--- config.mk ---
export PLATFORM = sky130hd
export DESIGN_NAME = s_div_seq_unit
export DESIGN_NICKNAME = d
export VERILOG_FILES = /design/src/rtl/s_div_seq_unit.sv
export SDC_FILE = /design/constraint.sdc
export NUM_CORES = 1
export LEC_CHECK = 0
export CELL_PAD_IN_SITES_DETAIL_PLACEMENT = 1
export CELL_PAD_IN_SITES_GLOBAL_PLACEMENT = 1
export CORE_MARGIN = 2
export CORE_UTILIZATION = 46
export CTS_BUF_LIST = sky130_fd_sc_hd__clkbuf_2 sky130_fd_sc_hd__clkbuf_4 sky130_fd_sc_hd__clkbuf_8
export DETAILED_ROUTE_END_ITERATION = 16
export HOLD_SLACK_MARGIN = 0.08
export PLACE_DENSITY = 0.89
export REMOVE_ABC_BUFFERS = 1
export SYNTH_ARGS = -nofsm -noshare
export SYNTH_HDL_FRONTEND = slang
export SYNTH_SLANG_ARGS = --single-unit
--- constraint.sdc ---
create_clock -name clk_i -period 4 [get_ports clk_i]
set_input_delay 0.6 -clock clk_i [delete_from_list [all_inputs] [get_ports clk_i]]
set_output_delay 0.6 -clock clk_i [all_outputs]
set_load 0.01 [all_outputs]
--- src/rtl/s_div_seq_unit.sv ---
// Sequential radix-2 restoring divider for the divide-capable streaming PE.
// Accepts DIV/REM/ABSDIV/ABSREM over the PE operand handshake and returns the
// quotient/remainder pair with a valid that respects the global PEA stall.

package pea_pkg;
  localparam int N_BITS = 32;

  typedef enum logic [3:0] {
    NOP    = 4'd0,
    ADD    = 4'd1,
    SUB    = 4'd2,
    MUL    = 4'd3,
    DIV    = 4'd4,
    REM    = 4'd5,
    ABSDIV = 4'd6,
    ABSREM = 4'd7
  } fu_instr_t;
endpackage

module s_div_seq_unit
  import pea_pkg::*;
#(
  parameter int DATA_W = N_BITS
) (
  input  logic              clk_i,
  input  logic              rst_n_i,
  input  logic              mage_done_i,
  input  logic              pea_ready_i,
  input  fu_instr_t         instr_i,
  input  logic [DATA_W-1:0] a_i,
  input  logic [DATA_W-1:0] b_i,
  input  logic              ops_valid_i,
  output logic              ready_o,
  output logic              valid_o,
  output logic [DATA_W-1:0] res_o,
  output logic [DATA_W-1:0] rem_q_o
);

  localparam int CNT_W = $clog2(DATA_W + 1);
  localparam logic [DATA_W-1:0] MIN_VAL = {1'b1, {(DATA_W-1){1'b0}}};

  typedef enum logic [2:0] {
    S_IDLE,
    S_PREP,
    S_CALC,
    S_FIX,
    S_DONE
  } state_t;

  state_t            state_reg;
  fu_instr_t         op_reg;
  logic [DATA_W-1:0] a_reg;
  logic [DATA_W-1:0] b_reg;
  logic [DATA_W-1:0] bmag_reg;
  logic [DATA_W-1:0] quo_reg;
  logic [DATA_W-1:0] rem_reg;
  logic [CNT_W-1:0]  cnt_reg;
  logic              div0_reg;
  logic              ovf_reg;
  logic              valid_reg;
  logic [DATA_W-1:0] res_reg;
  logic [DATA_W-1:0] remq_reg;

  logic              is_abs;
  logic              is_rem;
  logic              accept_op;
  logic [DATA_W-1:0] a_mag;
  logic [DATA_W-1:0] b_mag;
  logic              b_zero;
  logic              ovf_c;
  logic [DATA_W:0]   shifted;
  logic [DATA_W:0]   diff;
  logic [DATA_W-1:0] quo_step;
  logic [DATA_W-1:0] rem_step;
  logic [DATA_W-1:0] q_fix;
  logic [DATA_W-1:0] r_fix;

  assign ready_o = (state_reg == S_IDLE);
  assign valid_o = valid_reg;
  assign res_o   = res_reg;
  assign rem_q_o = remq_reg;

  // Operand magnitudes, one restoring shift-subtract step, and the final sign fix-up
  always_comb begin
    is_abs    = (op_reg == ABSDIV) || (op_reg == ABSREM);
    is_rem    = (op_reg == REM) || (op_reg == ABSREM);
    accept_op = ops_valid_i && ((instr_i == DIV) || (instr_i == REM) ||
                                (instr_i == ABSDIV) || (instr_i == ABSREM));

    // |MIN| wraps to the MIN bit pattern, which is 2^(DATA_W-1) read as unsigned
    a_mag  = a_reg[DATA_W-1] ? (~a_reg + 1'b1) : a_reg;
    b_mag  = b_reg[DATA_W-1] ? (~b_reg + 1'b1) : b_reg;
    b_zero = (b_reg == '0);
    ovf_c  = !is_abs && (a_reg == MIN_VAL) && (b_reg == '1);

    // Dividend bits are shifted out of the quotient register MSB first
    shifted = {rem_reg, quo_reg[DATA_W-1]};
    diff    = shifted - {1'b0, bmag_reg};
    if (!diff[DATA_W]) begin
      rem_step = diff[DATA_W-1:0];
      quo_step = {quo_reg[DATA_W-2:0], 1'b1};
    end else begin
      rem_step = shifted[DATA_W-1:0];
      quo_step = {quo_reg[DATA_W-2:0], 1'b0};
    end

    if (div0_reg) begin
      q_fix = '1;
      r_fix = is_abs ? a_mag : a_reg;
    end else if (ovf_reg) begin
      q_fix = MIN_VAL;
      r_fix = '0;
    end else if (is_abs) begin
      q_fix = quo_reg;
      r_fix = rem_reg;
    end else begin
      q_fix = (a_reg[DATA_W-1] ^ b_reg[DATA_W-1]) ? (~quo_reg + 1'b1) : quo_reg;
      r_fix = a_reg[DATA_W-1] ? (~rem_reg + 1'b1) : rem_reg;
    end
  end

  // Control FSM and datapath registers; abort beats stall, stall freezes everything
  always_ff @(posedge clk_i or negedge rst_n_i) begin
    if (!rst_n_i) begin
      state_reg <= S_IDLE;
      op_reg    <= NOP;
      a_reg     <= '0;
      b_reg     <= '0;
      bmag_reg  <= '0;
      quo_reg   <= '0;
      rem_reg   <= '0;
      cnt_reg   <= '0;
      div0_reg  <= 1'b0;
      ovf_reg   <= 1'b0;
      valid_reg <= 1'b0;
      res_reg   <= '0;
      remq_reg  <= '0;
    end else if (mage_done_i) begin
      state_reg <= S_IDLE;
      cnt_reg   <= '0;
      valid_reg <= 1'b0;
      res_reg   <= '0;
      remq_reg  <= '0;
    end else if (pea_ready_i) begin
      case (state_reg)
        S_IDLE: begin
          if (accept_op) begin
            op_reg    <= instr_i;
            a_reg     <= a_i;
            b_reg     <= b_i;
            state_reg <= S_PREP;
          end
        end
        S_PREP: begin
          quo_reg   <= a_mag;
          rem_reg   <= '0;
          bmag_reg  <= b_mag;
          div0_reg  <= b_zero;
          ovf_reg   <= ovf_c;
          cnt_reg   <= CNT_W'(DATA_W);
          state_reg <= (b_zero || ovf_c) ? S_FIX : S_CALC;
        end
        S_CALC: begin
          quo_reg <= quo_step;
          rem_reg <= rem_step;
          cnt_reg <= cnt_reg - CNT_W'(1);
          if (cnt_reg == CNT_W'(1)) begin
            state_reg <= S_FIX;
          end
        end
        S_FIX: begin
          res_reg   <= is_rem ? r_fix : q_fix;
          remq_reg  <= is_rem ? q_fix : r_fix;
          valid_reg <= 1'b1;
          state_reg <= S_DONE;
        end
        S_DONE: begin
          valid_reg <= 1'b0;
          state_reg <= S_IDLE;
        end
        default: state_reg <= S_IDLE;
      endcase
    end
  end

endmodule

==> metrics.cfg <==
[timing]
min_period_over_period_pct = 91.0
rsz0062_at_grt = no
fin_skew_ps = 27.5
tns_ps = 0
period_needed_ps = 3640
relSlewSlack_pct = 16.3
hold_violations = 0
tightest_slew_ps = 1250
maxSlewViolCount = 0
fmax_ghz = 0.275
setup_viol = 0

[global_routing]
grt_overflow = 0
antenna_found_initial = 1
first_global_vias = 15300
grt_max_degree = 113
grt_pass1_wl_um = 82200
grt.total_usage_pct = 28.5

[cts]
h-tree-depth = 2
clock_tree.buffer_depth = 3
insertion_delay_ps = 610
cts_root_buffer = clkbuf_8
cts-buffers-inserted = 44
clkSinkCount = 240
cts_tree = built
clkSlewWorstSetupHoldPaths_ps = 60

[detailed_routing]
drtIter0Drc = 803
wl_per_cell_um = 20.6
dr.pass1.iters = 5
vias_per_cell = 5.96
drc = 0
ant_nets = 0
vias = 14600
routed_wl_um = 50200

[layout]
final_common_cell = nand2_1
register_area_mm2 = 0.00601
layout.nets = 2075
insertedDiodeCount = 0
multi_input_area_mm2 = 0.00905
syn_to_final_growth_pct = 16.9
fill_cells = 3928
final_cell_mix = 293 x nand2_1, 239 x dfrtp_1, 151 x a21oi_1, 148 x nor2_1, 142 x o21ai_0
final_layout_size_suffix_gt1_share_pct = 9.84
post-route-util_pct = 54.7

[place]
io_buffers = 138
hpwl_um = 37200
gp_congestion = 0.947

[yosys]
ys_warn_count = 0
synth-main-ff-cell = dfrtp_1
synth_edf_count = 0
ys_top_cells_by_area = dfrtp_1 38%, nand2_1 7.0%, xor2_1 6.3%
ys_seq_area_share_pct = 38.2
synth_area_leader_cell = dfrtp_1
synthDistinctLibCells = 68
avgSynthCellArea_um2 = 8.38
ys_ff_latch = 240
syn-cell-area_mm2 = 0.0157
synth_top_area_share_pct = 38.2
synthArstFlopShare_pct = 100
synth_cells = 1877

[worst_setup_path]
worstPathRequired_ps = 4490
path_common_cell = a21oi_1
regToRegSetupSlack_ps = 360
arrival_ps = 4130
worstSetupEndpointType = flip-flop
r2r_cells = 13
critical_path_buf_inv_count = 2
path_class = reg2reg
cpPeakStageDelay_ps = 530
slowest_stage = nor4_1
crit_family = compound AO/OA/AOI/OAI gates
regToRegStartpoint = quo_reg[31]
cp_max_fo = 35
start_kind = flip-flop
reg2reg_to = rem_reg[2]
cp_cell_sequence = inv_1 -> ha_1 -> fa_1 -> nand2b_1 -> a21oi_1 -> or3b_1 -> a21oi_1 -> nor4_1 -> o311a_1 -> or3_1 -> buf_4 -> a211oi_1 -> a221o_1

[floorplanning]
coreArea_mm2 = 0.0336
die_w_um = 189
die_h_um = 189
die_area_mm2 = 0.0357
start_util_pct = 46.8
ios = 139
fp-row-count = 67

[hold_path]
worstHoldStart = res_o[5]
hold_depth = 2
holdPathEnd = res_o[5]
hold_class = reg2reg

[power]
p_leak_nw = 8.06
cellPowerDensity_mw_per_mm2 = 589
total_power_mw = 10.8
irDropWorstVdd_mv = 0.283

[run]
max_cap_violations = 0

[run_status]
outcome = finished, final reports clean

-- worst max path at each step --
| stage | start | endpoint | slack, ps | depth (start not counted) |
|---|---|---|---|---|
| 3_5_place_dp | quo_reg[31] | rem_reg[12] | 30 | 12 |
| 5_1_grt | quo_reg[31] | rem_reg[1] | 70 | 13 |
| 2_1_floorplan | quo_reg[31] | rem_reg[12] | -200 | 12 |
| 4_1_cts | quo_reg[31] | rem_reg[25] | 10 | 12 |
| 3_3_place_gp | quo_reg[31] | rem_reg[28] | 220 | 12 |
| 6_report | quo_reg[31] | rem_reg[2] | 360 | 13 |
-- final cells by class --
| cell class | instances | share of cell area [%] |
|---|---|---|
| clock buffers | 65 | 4.49 |
| flip-flops and latches | 240 | 32.7 |
| inverters | 56 | 1.14 |
| clock inverters | 11 | 0.490 |
| repair buffers | 170 | 8.99 |
| well taps | 448 | 3.05 |
| multi-input cells | 1450 | 49.2 |
-- cell usage after synthesis, drive strengths merged (12+ instances only) --
cell type / instances
nand2: 295
dfrtp: 240
o21ai: 162
a21oi: 151
nor2: 149
clkbuf: 119
xor2: 114
mux2: 61
xnor2: 60
inv: 56
nor3: 40
ha: 39
o31ai: 32
nand4: 29
or3: 28
a221o: 22
o211ai: 21
a22o: 14
a21o: 13
a22oi: 13
nand3: 13
or4: 13
a31oi: 12
buf: 12
nand2b: 12
nor4: 12
o221ai: 12
-- cell families (layout without fill, tap and decap cells) --
| family | Yosys count | in the layout | share of synthesized area [%] |
|---|---|---|---|
| DFF | 240 | 240 | 38.2 |
| muxes | 66 | 66 | 4.68 |
| xor gates and xnor gates | 174 | 174 | 9.69 |
| adders and majority gates | 40 | 40 | 3.23 |
| AOI/OAI and AO/OA | 530 | 530 | 21.3 |
| buffers and inverters | 187 | 302 | 4.49 |
| and+or+nand+nor | 640 | 640 | 18.4 |
-- metal layers --
layer  wire length [um]  up-vias  global-route usage, %
li1                   -     6831                      -
met1              21600     7174                   36.3
met4               1840        2                   12.0
met5                 10        -                      0
met2              24500      429                   48.5
met3               2260      115                   3.93
-- report_power, final --
part	total (mW)	leakage [nW]	switching (mW)	internal, mW
Clock	2.46	0.489	1.08	1.39
Combinational	4.72	4.42	2.83	1.88
Sequential	3.65	3.15	0.735	2.91
-- tightest hold or removal path: stages, from the launching register on --
cell	delay [ps]
dfrtp_1	340
nand2_1	50
o21ai_0	60
-- timing repair --
item / CTS / global route
hold endpoints to repair: 20 / 0
setup buffers: 0 / 0
hold buffers: 1 / 0
endpoints found under the setup margin: 0 / 30
gates resized for setup: 0 / 1
-- through the flow --
step / std cells / hold slack, ps / setup WS (ps) / instance area [um^2]
floorplan: 1746 / 304 / -197 / 15200
global placement: 2363 / 457 / 217 / 17500
detailed placement: 2363 / 470 / 31.2 / 17500
CTS: 2440 / 482 / 13.3 / 18400
global route: 2440 / 504 / 74.1 / 18400
finish: 2440 / 475 / 358 / 18400
Note: power is estimated with default switching activity, not from simulation.
